==> src/rtl/traffic_pkg.sv <==
// traffic_pkg: shared state encoding, lamp patterns and lamp decode for the
// two-road traffic controller.
`default_nettype none

package traffic_pkg;

  typedef enum logic [2:0] {
    G1    = 3'd0,
    Y1    = 3'd1,
    AR1   = 3'd2,
    G2    = 3'd3,
    Y2    = 3'd4,
    AR2   = 3'd5,
    NIGHT = 3'd6
  } state_t;

  // Lamp bit order is [green, red, yellow].
  localparam logic [2:0] L_GREEN  = 3'b100;
  localparam logic [2:0] L_RED    = 3'b010;
  localparam logic [2:0] L_YELLOW = 3'b001;
  localparam logic [2:0] L_OFF    = 3'b000;

  // Returns {light1, light2} for a given state and flash phase.
  function automatic logic [5:0] lamp_decode(input state_t s, input logic flash);
    logic [5:0] l;
    l = {L_RED, L_RED};
    case (s)
      G1:      l = {L_GREEN,  L_RED};
      Y1:      l = {L_YELLOW, L_RED};
      AR1:     l = {L_RED,    L_RED};
      G2:      l = {L_RED,    L_GREEN};
      Y2:      l = {L_RED,    L_YELLOW};
      AR2:     l = {L_RED,    L_RED};
      NIGHT:   l = {2'b00, flash, 2'b00, flash};
      default: l = {L_RED,    L_RED};
    endcase
    return l;
  endfunction

endpackage

`default_nettype wire

==> src/rtl/phase_timer.sv <==
// phase_timer: loadable tick-enabled down-counter with a zero flag; it
// saturates at zero rather than wrapping.
`default_nettype none

module phase_timer #(
  parameter int                CNT_W   = 6,
  parameter logic [CNT_W-1:0]  RST_VAL = '0
) (
  input  logic             clk,
  input  logic             rst_n,
  input  logic             tick,
  input  logic             load,
  input  logic [CNT_W-1:0] load_val,
  output logic [CNT_W-1:0] count,
  output logic             zero
);

  assign zero = (count == '0);

  always_ff @(posedge clk or negedge rst_n) begin
    if (!rst_n) begin
      count <= RST_VAL;
    end else if (tick) begin
      if (load) begin
        count <= load_val;
      end else if (!zero) begin
        count <= count - CNT_W'(1);
      end
    end
  end

endmodule

`default_nettype wire

==> src/rtl/traffic_ctrl_param.sv <==
// traffic_ctrl_param: two-road light controller with all-red clearance,
// road-1 green extension on an idle road 2, and flashing-yellow night mode.
`default_nettype none

module traffic_ctrl_param
  import traffic_pkg::*;
#(
  parameter int CNT_W    = 6,
  parameter int T_GREEN  = 25,
  parameter int T_YELLOW = 5,
  parameter int T_ALLRED = 2
) (
  input  logic             clk,
  input  logic             rst_n,
  input  logic             tick,
  input  logic             sensor2,
  input  logic             night_mode,
  output logic [2:0]       light1,
  output logic [2:0]       light2,
  output logic [CNT_W-1:0] count
);

  localparam int T_MAX = (2 ** CNT_W) - 1;

  if (T_GREEN < 1 || T_GREEN > T_MAX) begin : g_bad_green
    $error("T_GREEN must lie in 1..2^CNT_W-1");
  end
  if (T_YELLOW < 1 || T_YELLOW > T_MAX) begin : g_bad_yellow
    $error("T_YELLOW must lie in 1..2^CNT_W-1");
  end
  if (T_ALLRED < 1 || T_ALLRED > T_MAX) begin : g_bad_allred
    $error("T_ALLRED must lie in 1..2^CNT_W-1");
  end

  localparam logic [CNT_W-1:0] LD_GREEN  = CNT_W'(T_GREEN - 1);
  localparam logic [CNT_W-1:0] LD_YELLOW = CNT_W'(T_YELLOW - 1);
  localparam logic [CNT_W-1:0] LD_ALLRED = CNT_W'(T_ALLRED - 1);

  state_t           state;
  state_t           next_state;
  logic             flash;
  logic             next_flash;
  logic             load;
  logic [CNT_W-1:0] load_val;
  logic             zero;

  phase_timer #(
    .CNT_W   (CNT_W),
    .RST_VAL (LD_GREEN)
  ) u_timer (
    .clk      (clk),
    .rst_n    (rst_n),
    .tick     (tick),
    .load     (load),
    .load_val (load_val),
    .count    (count),
    .zero     (zero)
  );

  // Expiry gates every transition except leaving NIGHT, which only needs a tick.
  always_comb begin
    next_state = state;
    next_flash = flash;
    load       = 1'b0;
    load_val   = '0;
    if (tick) begin
      if (state == NIGHT) begin
        if (!night_mode) begin
          next_state = AR2;
          next_flash = 1'b0;
          load       = 1'b1;
          load_val   = LD_ALLRED;
        end else begin
          next_flash = ~flash;
        end
      end else if (zero) begin
        load = 1'b1;
        case (state)
          G1: begin
            if (sensor2) begin
              next_state = Y1;
              load_val   = LD_YELLOW;
            end else begin
              load = 1'b0;
            end
          end
          Y1: begin
            next_state = AR1;
            load_val   = LD_ALLRED;
          end
          AR1: begin
            if (night_mode) begin
              next_state = NIGHT;
              next_flash = 1'b1;
            end else begin
              next_state = G2;
              load_val   = LD_GREEN;
            end
          end
          G2: begin
            next_state = Y2;
            load_val   = LD_YELLOW;
          end
          Y2: begin
            next_state = AR2;
            load_val   = LD_ALLRED;
          end
          AR2: begin
            if (night_mode) begin
              next_state = NIGHT;
              next_flash = 1'b1;
            end else begin
              next_state = G1;
              load_val   = LD_GREEN;
            end
          end
          default: begin
            next_state = G1;
            next_flash = 1'b0;
            load_val   = LD_GREEN;
          end
        endcase
      end
    end
  end

  // Lamps are registered from the next state so they change cleanly on the edge.
  always_ff @(posedge clk or negedge rst_n) begin
    if (!rst_n) begin
      state  <= G1;
      flash  <= 1'b0;
      light1 <= L_GREEN;
      light2 <= L_RED;
    end else begin
      state            <= next_state;
      flash            <= next_flash;
      {light1, light2} <= lamp_decode(next_state, next_flash);
    end
  end

  a_green_exclusive : assert property (
    @(posedge clk) disable iff (!rst_n) !(light1[2] && light2[2])
  );

endmodule

`default_nettype wire

==> config.mk <==
export PLATFORM = sky130hd
export DESIGN_NAME = traffic_ctrl_param
export DESIGN_NICKNAME = d
export VERILOG_FILES = /design/src/rtl/traffic_pkg.sv /design/src/rtl/phase_timer.sv /design/src/rtl/traffic_ctrl_param.sv
export SDC_FILE = /design/constraint.sdc
export NUM_CORES = 1
export LEC_CHECK = 0
export BUFFER_PORTS_ARGS = -buffer_cell sky130_fd_sc_hd__buf_2
export CAP_MARGIN = 20
export CELL_PAD_IN_SITES_DETAIL_PLACEMENT = 0
export CELL_PAD_IN_SITES_GLOBAL_PLACEMENT = 1
export CORE_ASPECT_RATIO = 1.2
export CORE_MARGIN = 5
export CORE_UTILIZATION = 30
export DETAILED_ROUTE_END_ITERATION = 12
export GPL_TIMING_DRIVEN = 0
export PLACE_DENSITY = 0.64
export SLEW_MARGIN = 20
export SYNTH_ARGS = -nofsm -noshare
export SYNTH_HDL_FRONTEND = slang
export SYNTH_HIERARCHICAL = 1
export SYNTH_SLANG_ARGS = --single-unit
==> constraint.sdc <==
create_clock -name clk -period 2.3 [get_ports clk]
set_input_delay 0.115 -clock clk [delete_from_list [all_inputs] [get_ports clk]]
set_output_delay 0.115 -clock clk [all_outputs]
set_load 0.005 [all_outputs]
==> results of run 1 <==
==> synth_stat cells (3+ instances only) <==
cell      count  share of area
nor3_1        5          0.023
a22oi_1       3          0.020
dfstp_2       4          0.095
o21ai_0       6          0.027
clkbuf_1      3          0.010
nand2_1       6          0.020
dfrtp_1      12           0.27
nor2_1        8          0.027
o22ai_1       3          0.017
inv_1         7          0.024
nor2b_1       4          0.023
nand3_1       7          0.032
a21oi_1       5          0.023
nor3b_1       3          0.020
==> final cells by class <==
type,instances,area [um^2]
flip-flops and latches,16,407
repair buffers,29,180
plain buffers,8,61.3
well taps,39,48.8
fillers,392,2150
clock buffers,4,55.1
inverters,8,37.5
multi-input cells,93,667
==> flip-flops by register name (all words and copies together) (netlist names) <==
signal         cells
state              3
u_timer/count      6
flash              1
light1             3
light2             3
==> timing repair <==
item                                    in CTS  in global routing
endpoints found under the setup margin      13                  8
hold endpoints to repair                    12                  0
hold buffers                                 1                  0
gates cloned                                 0                  1
gates resized for setup                     14                  6
buffers inserted                             4                  8
pin swaps                                    1                  3
==> how the worst min path moves through the flow <==
stage | startpoint | endpoint | depth (start not counted)
floorplan | rst_n | flash$_DFF_PN0_ | 0
global placement | rst_n | light1[0]$_DFF_PN0_ | 1
detailed placement | rst_n | light1[0]$_DFF_PN0_ | 1
CTS | tick | u_timer/count[3]$_DFFE_PN1P_ | 3
global route | night_mode | flash$_DFF_PN0_ | 3
finish | night_mode | flash$_DFF_PN0_ | 3
==> layer usage <==
layer | vias to the layer above | track usage
met5 | - | 0
met4 | 0 | 0.0145
met3 | 2 | 0.0324
met2 | 18 | 0.208
met1 | 504 | 0.153
li1 | 522 | -
==> worst min-delay path: stages <==
cell and delay [ns]:
buf_2 0.14, nand3_1 0.09, o22ai_1 0.11
==> power groups by stage <==
| stage | combinational [mW] | sequential, mW | clock (mW) |
|---|---|---|---|
| 6_report | 0.895 | 0.497 | 0.242 |
| 5_1_grt | 1.00 | 0.512 | 0.266 |
| 4_1_cts | 0.819 | 0.493 | 0.250 |
| 3_5_place_dp | 0.721 | 0.501 | 0 |
| 3_3_place_gp | 0.706 | 0.503 | 0 |
| 2_1_floorplan | 0.507 | 0.489 | 0 |
==> kinds of logic after synthesis <==
logic type / count (synthesis) / share of synthesized area
buffers and inverters: 16 / 0.0712
DFF: 16 / 0.366
adders and majority gates: 2 / 0.0226
and+or+nand+nor: 56 / 0.318
AOI/OAI and AO/OA: 31 / 0.198
other: 1 / 0.00339
muxes: 1 / 0.0136
xor gates and xnor gates: 1 / 0.00791
==> per-stage QoR <==
step	total power, mW	worst slack, ns	TNS [ns]	util
floorplan	0.996	0.000463	0	-
global placement	1.21	-0.402	-2.75	0.344
detailed placement	1.22	-0.426	-2.98	0.344
CTS	1.56	0.00658	0	0.383
global route	1.78	-0.0358	-0.109	0.404
finish	1.63	0.0384	0	0.404
==> out/qor.csv, run 1 <==
metric;value;unit
status;completed;
fin. max-slew vios;0;
initial antenna violation count;0;
critical path, cell by cell;inv_2, ha_4, nor2b_4, nand2_2, inv_2, buf_6, o31ai_2, a211oi_2, clkbuf_8, and4bb_2, o21ai_1, nand3_1;
commonest non-fill, non-tap cells in the layout;buf_2 (17), buf_4 (13), dfrtp_1 (11);
#FFs+latches synth;16;
CP peak stage delay;0.40;ns
met3 wire length;108;um
Worst setup startpoint;u_timer/count[1]$_DFFE_PN0P_;
number of global-route vias before repair;996;
ys flop type;dfrtp_1;
WS Path Type;flop to flop;
Critical path buffers and inverters;4;
vias per inst;5.31;
Starting Density;0.307;
delay-heaviest family, CP;buffers and inverters;
DRC;0;
total CTS buffers;3;
final worst path period share;0.983;
Sw Pwr;0.651;mW
First-pass DRT Iterations;4;
final clock skew;0.00107;ns
Reg2Reg Setup Slack;0.04;ns
fin crit period;2.26;ns
Final Instance Area;0.00146;mm^2
clk root buf;clkbuf_8;
highest routed layer;met4;
Async SR Flop Fraction;1.00;
post-detail-place hpwl;2080;um
Detailed Route Iter0 Violations;112;
CP Data Required Time;2.42;ns
FF-to-FF path depth;12;
Flop pwr share;0.304;
drt wl/cell;14.7;um
power density over cell area;1120;mW/mm^2
crit-path max FO;8;
clk buf depth;2;
maximum clock frequency;442;MHz
Global Route Usage Sum;0.121;
max cap viols;0;
cell area after synthesis;0.00111;mm^2
most common cell after layout, fill and taps aside;buf_2;
die height;76.6;um
proportion of synthesized chip area in sequential cells;0.366;
reg-to-reg startpoint;u_timer/count[1]$_DFFE_PN0P_;
WL met1;1290;um
Levels on crit path;12;
area of placed instances;0.00124;mm^2
Most common cell on crit path;inv_2;
post-placement cell count;179;
I/O pins;17;
CTS HTree Levels;1;
PortBufs;15;
Layout Cells excl Fill;197;
startpoint types;flop;
HP Class;input port to flop;
largest net degree at the start of global routing;17;
layout cell share with drive strength beyond 1;0.424;
Hold Fails Final Rpt;0;
core area;0.00360;mm^2
routed wire length;2900;um
Syn Inst Count;124;
full die area;0.00501;mm^2
clock group share of total power;0.148;
GRT overflow;0;
Logic pwr share;0.548;
Final ANT Viol Nets;0;
Peak supply drop;0.000558;V
library cells used by synthesis;53;
Switching Fraction;0.398;
Die X;65.5;um
wire length on met2;1470;um
vias;1046;
Critical Path End;u_timer/count[2]$_DFFE_PN0P_;
worst skew pair latency;0.24;ns
Crit Reg-Reg Endpoint;u_timer/count[2]$_DFFE_PN0P_;
row count;24;
syn_area_per_cell;8.93;um^2
final RePlAce weighted congestion;0.791;
Synth Warn #;6;
CTS tree;done;
ANT cells;0;
final setup violation count;0;
final net count;166;
slowest CP cell;dfrtp_1;
WHS;0.272;ns
RSZ-0062 raised after global routing;yes;
Worst Path Arrival;2.38;ns
Crit. End Element;flop;
internal power;0.983;mW
Clock Sinks;16;
number of enable flip-flop cells after synthesis;0;
first-pass GRT wire length;4910;um
Area Growth Syn to Fin;31.5;%
clock slew at reported path FFs;0.06;ns
P_leak;0.592;nW
No activity file was read; power rests on OpenSTA's default activity.
==> inputs of run 2 (changes only) <==
--- a/config.mk
+++ b/config.mk
@@ -18,5 +18,4 @@
 export SLEW_MARGIN = 20
 export SYNTH_ARGS = -nofsm -noshare
 export SYNTH_HDL_FRONTEND = slang
-export SYNTH_HIERARCHICAL = 1
 export SYNTH_SLANG_ARGS = --single-unit
==> run 2 against run 1 <==
Against the previous run:
- synthesized cell count decreased by 11%
- final area decreased by 8.5%
- count of clock-buffer cells in the layout unchanged
- sequential share of layout area increased by 2.5 points
- clock skew about the same
- the flow now finishes with violations (setup timing)
- clock power increased by 4%
- critical endpoint is now light1[1]$_DFF_PN0_
- hold slack improved by 0.038 ns
- highest routed layer unchanged
- power decreased by 4.7%
- synthesized area decreased by 7.3%
- via count decreased by 11%
- final cell count decreased by 10%
==> out/qor.csv, run 2 <==
metric;value;unit
Die X;63.4;um
Clock Sinks;16;
# fillers;343;
largest net degree at the start of global routing;17;
final net count;148;
CTS HTree Levels;1;
core area;0.00331;mm^2
cell area after synthesis;0.00103;mm^2
layout cell share with drive strength beyond 1;0.386;
P_leak;0.581;nW
Synth Warn #;0;
proportion of synthesized chip area in sequential cells;0.395;
Final Util;0.403;
max FFs per register;6;
Reg with most FFs;u_timer.count;
Sw Pwr;0.592;mW
clock slew at reported path FFs;0.06;ns
First-pass DRT Iterations;4;
routed wire length;2620;um
final RePlAce weighted congestion;0.820;
Critical path buffers and inverters;2;
Pwr Total;1.56;mW
WS Path Type;flop to flop;
DRC;0;
Switching Fraction;0.380;
Logic pwr share;0.513;
worst skew pair latency;0.25;ns
initial antenna violation count;0;
Slew HR;0.707;
internal power;0.965;mW
power density over cell area;1170;mW/mm^2
number of global-route vias before repair;934;
max cap viols;0;
HP Class;input port to async pin;
I/O pins;17;
Starting Density;0.310;
most common cell after layout, fill and taps aside;buf_2;
final setup violation count;2;
full die area;0.00469;mm^2
vias;928;
CP peak stage delay;0.51;ns
Hold Fails Final Rpt;0;
synth cell count leaders;dfrtp_1 (12), o21ai_0 (11), inv_1 (7), nor2_1 (7), nor3_1 (7);
final worst path period share;1.01;
fin crit period;2.33;ns
Final ANT Viol Nets;0;
Syn Nets;117;
GRT overflow;0;
Worst Setup Slack, final;-0.0251;ns
Yosys top cell by area;dfrtp_1;
final clock skew;0.00120;ns
post-synth top area share;0.293;
clk buf depth;2;
Area Growth Syn to Fin;29.9;%
failing checks;setup timing;
Placement Setup Slack;-0.172;ns
Flop pwr share;0.325;
dominant cells by area after synthesis;dfrtp_1 (29%), dfstp_2 (10%), o21ai_0 (5.4%);
commonest non-fill, non-tap cells in the layout;buf_2 (16), dfrtp_1 (12), buf_4 (11);
library cells used by synthesis;43;
number of enable flip-flop cells after synthesis;0;
clock group share of total power;0.162;
CTS tree;done;
vias per inst;5.24;
Global Route Usage Sum;0.122;
ANT cells;0;
ys flop type;dfrtp_1;
slowest CP cell;or4_4;
total CTS buffers;3;
Peak supply drop;0.000592;V
Async SR Flop Fraction;1.00;
delay-heaviest family, CP;simple AND/OR/NAND/NOR gates;
die height;74.1;um
Crit. End Element;flop;
maximum clock frequency;430;MHz
Syn Inst Count;110;
post-detail-place hpwl;1790;um
PortBufs;16;
fin. max-slew vios;0;
top-count cell post-synth;dfrtp_1;
Slew @ Worst Pin;0.440;ns
crit-path max FO;6;
clk root buf;clkbuf_8;
Worst Path Arrival;2.46;ns
FF+latch area;405;um^2
status;finished, violations left;
critical path, cell by cell;inv_2, ha_1, or4b_4, or4_4, a21oi_4, nor2_4, clkinv_2, mux2_4;
#FFs+latches synth;16;
row count;23;
Detailed Route Iter0 Violations;45;
area of the multi-input gates;603;um^2
syn_area_per_cell;9.33;um^2
startpoint types;flop;
first-pass GRT wire length;4550;um
RSZ-0062 raised after global routing;yes;
CP Data Required Time;2.44;ns
drt wl/cell;14.8;um
[run 2: changes by cell type after synthesis, sizes merged, moves of 3 or more]
cell	delta
nand3	-6
nand2	-4
buf	-3
o22ai	-3
o21ai	+5
[run 2: repair_timing]
item                                    CTS  global route
gates resized for setup                   5             4
pin swaps                                 2             5
hold buffers                              1             0
endpoints found under the hold margin    12             0
setup buffers                             7             4
endpoints found under the setup margin    4             5
[run 2: worst reg2reg max path, cell delays in order (launching register included)]
cell and delay (ns):
dfrtp_1 0.41, inv_2 0.07, ha_1 0.13, or4b_4 0.50, or4_4 0.51, a21oi_4 0.18, nor2_4 0.07, clkinv_2 0.06
mux2_4 0.29
[run 2: cell families after synthesis]
kind of cell | synth area share
buf+inv | 0.0573
xor+xnor | 0.0256
simple gates | 0.245
flops | 0.395
compound gates | 0.207
fa+ha+maj | 0.0244
mux | 0.0451
[run 2: per-stage QoR]
step | hold slack (ns) | std cells | setup TNS [ns] | area, um^2
after floorplan | -0.181 | 110 | -0.0548 | 1040
final | 0.310 | 177 | -0.0345 | 1330
after detailed placement | 0.0503 | 163 | -0.373 | 1170
after global routing | 0.355 | 177 | -0.146 | 1330
after CTS | 0.323 | 174 | -0.0100 | 1290
after global placement | 0.0416 | 163 | -0.438 | 1170
[run 2: layout make-up]
class / count / area share
buffer: 5 / 0.0141
clock buffer: 4 / 0.0413
tap: 37 / 0.0347
sequential: 16 / 0.304
timing repair buffer: 28 / 0.130
multi-input combinational: 79 / 0.453
inverter: 8 / 0.0235
[run 2: worst paths after layout]
kind | to | from | slack [ns] | cells after the start
max in group asynchronous | u_timer.count[4]$_DFFE_PN1P_ | rst_n | 1.68 | 2
min in group clk | u_timer.count[5]$_DFFE_PN0P_ | tick | 0.35 | 3
setup / recovery | light1[1]$_DFF_PN0_ | u_timer.count[1]$_DFFE_PN0P_ | -0.03 | 8
hold reg to reg | u_timer.count[3]$_DFFE_PN1P_ | u_timer.count[3]$_DFFE_PN1P_ | 0.57 | 2
hold / removal | light2[2]$_DFF_PN0_ | rst_n | 0.31 | 2
setup reg to reg | light1[1]$_DFF_PN0_ | u_timer.count[1]$_DFFE_PN0P_ | -0.03 | 8
[run 2: power by group through the flow]
stage / sequential [mW] / clock (mW) / combinational, mW
floorplan: 0.500 / 0 / 0.434
global placement: 0.504 / 0 / 0.616
detailed placement: 0.506 / 0 / 0.627
CTS: 0.500 / 0.262 / 0.754
global route: 0.521 / 0.278 / 0.888
finish: 0.507 / 0.252 / 0.800
[run 2: layer usage]
| layer | vias to the layer above | wire length [um] | track usage |
|---|---|---|---|
| li1 | 454 | - | - |
| met1 | 452 | 1200 | 0.147 |
| met2 | 18 | 1290 | 0.207 |
| met3 | 4 | 69 | 0.0196 |
| met4 | 0 | 65 | 0.0693 |
| met5 | - | 0 | 0 |
==> inputs of run 3 (changes only) <==
--- a/config.mk
+++ b/config.mk
@@ -14,7 +14,7 @@
 export CORE_UTILIZATION = 30
 export DETAILED_ROUTE_END_ITERATION = 12
 export GPL_TIMING_DRIVEN = 0
-export PLACE_DENSITY = 0.64
+export PLACE_DENSITY = 0.63
 export SLEW_MARGIN = 20
 export SYNTH_ARGS = -nofsm -noshare
 export SYNTH_HDL_FRONTEND = slang
==> run 3 against run 2 <==
Against the previous run:
- the flow now finishes without violations
- non-clock buffer count rose by 3
- largest power group unchanged
- final area increased by 1.3%
- sequential power down 2%
- hold slack hardly changed
- utilization up 0.53 points
- via count grew 0.54%
- power decreased by 0.37%
- die area unchanged
- sequential share of layout area shrank 0.39 points
- routed wire length increased by 2.8%
- first-iteration DRC count shrank 89%
==> out/qor.csv, run 3 (synthesis results as in run 2) <==
metric;value;unit
layout cell share with drive strength beyond 1;0.392;
Global Route Usage Sum;0.107;
I/O pins;17;
worst skew pair latency;0.25;ns
power density over cell area;1150;mW/mm^2
Hold Fails Final Rpt;0;
final setup violation count;0;
row count;23;
die height;74.1;um
# fillers;320;
fin. max-slew vios;0;
core area;0.00331;mm^2
fin crit period;2.26;ns
commonest non-fill, non-tap cells in the layout;buf_2 (16), buf_4 (13), dfrtp_1 (12);
Worst Path Arrival;2.40;ns
GRT overflow;0;
CTS tree;done;
ANT cells;0;
final RePlAce weighted congestion;0.735;
Slew HR;0.701;
first-pass GRT wire length;4080;um
slowest CP cell;or4b_4;
Peak supply drop;0.000660;V
DRC;0;
Clock Sinks;16;
final clock skew;0.00354;ns
HP Class;input port to async pin;
vias per inst;5.18;
area of placed instances;0.00117;mm^2
CP Data Required Time;2.44;ns
Final ANT Viol Nets;0;
clk root buf;clkbuf_8;
number of global-route vias before repair;839;
WHS;0.310;ns
clk buf depth;2;
vias;933;
Final Util;0.408;
max cap viols;0;
WS Path Type;flop to flop;
Layout Cells excl Fill;180;
full die area;0.00469;mm^2
Starting Density;0.310;
reg-to-reg startpoint;u_timer.count[1]$_DFFE_PN0P_;
post-placement cell count;163;
final worst path period share;0.984;
CP peak stage delay;0.52;ns
Area Growth Syn to Fin;31.6;%
PortBufs;16;
final net count;151;
Pwr Total;1.55;mW
total CTS buffers;3;
drt wl/cell;14.9;um
First-pass DRT Iterations;4;
clock slew at reported path FFs;0.07;ns
maximum clock frequency;442;MHz
Crit. End Element;flop;
Final Instance Area;0.00135;mm^2
Slew @ Worst Pin;0.448;ns
crit-path max FO;7;
Detailed Route Iter0 Violations;5;
post-detail-place hpwl;1740;um
initial antenna violation count;0;
Die X;63.4;um
most common cell after layout, fill and taps aside;buf_2;
largest net degree at the start of global routing;17;
Worst setup startpoint;u_timer.count[1]$_DFFE_PN0P_;
P_leak;0.595;nW
status;completed;
routed wire length;2690;um
CTS HTree Levels;1;
Reg with most FFs;u_timer.count;
max FFs per register;6;
startpoint types;flop;
critical path, cell by cell;inv_1, ha_1, or4b_4, or4_4, a21oi_4, nor2_2, clkinv_2, mux2_4;
## run 3: final timing paths
path,to,slack (ns),cells after the start
setup / recovery,light1[1]$_DFF_PN0_,0.04,8
max in group asynchronous,light1[2]$_DFF_PN1_,1.68,2
min in group clk,flash$_DFF_PN0_,0.42,5
setup reg to reg,light1[1]$_DFF_PN0_,0.04,8
hold / removal,light1[1]$_DFF_PN0_,0.31,2
hold reg to reg,u_timer.count[3]$_DFFE_PN1P_,0.57,2
## run 3: power by group
part           internal (mW)  switching (mW)  total [mW]  leakage [nW]
Combinational          0.404           0.395       0.799         0.379
Sequential             0.410          0.0886       0.499         0.187
Clock                  0.152           0.102       0.254        0.0288
## run 3: layout make-up
cell class | instances | area (um^2) | share of cell area
clock buffers | 4 | 55.1 | 0.0408
repair buffers | 30 | 188 | 0.139
inverters | 8 | 31.3 | 0.0232
plain buffers | 6 | 22.5 | 0.0167
well taps | 37 | 46.3 | 0.0343
multi-input cells | 79 | 602 | 0.446
flip-flops and latches | 16 | 405 | 0.300
## run 3: per-stage QoR
step,worst slack (ns),TNS (ns)
floorplan,-0.0548,-0.0548
global placement,-0.191,-0.414
detailed placement,-0.161,-0.352
CTS,0.00889,0
global route,-0.0216,-0.0407
finish,0.0361,0
## run 3: what timing repair did
item / 4_1_cts / 5_1_grt
pin swaps: 2 / 4
gates cloned: 0 / 0
hold endpoints to repair: 12 / 0
gates resized for setup: 3 / 5
hold buffers: 1 / 0
buffers inserted: 6 / 7
endpoints found under the setup margin: 3 / 5
## run 3: critical path: cells and delay by family (launching register included)
kind	cells	cell delay (ns)
flip-flops	1	0.38
buffers and inverters	2	0.14
adder cells (fa/ha/maj)	1	0.14
multiplexers	1	0.28
AO/OA/AOI/OAI	1	0.15
AND/OR/NAND/NOR	3	1.06
## run 3: routing by layer
| layer | vias to the layer above | GRT usage | share of wire |
|---|---|---|---|
| met3 | 4 | 0.0211 | 0.028 |
| li1 | 466 | - | - |
| met1 | 446 | 0.143 | 0.44 |
| met5 | - | 0 | 0 |
| met2 | 17 | 0.177 | 0.52 |
| met4 | 0 | 0.0254 | 0.013 |
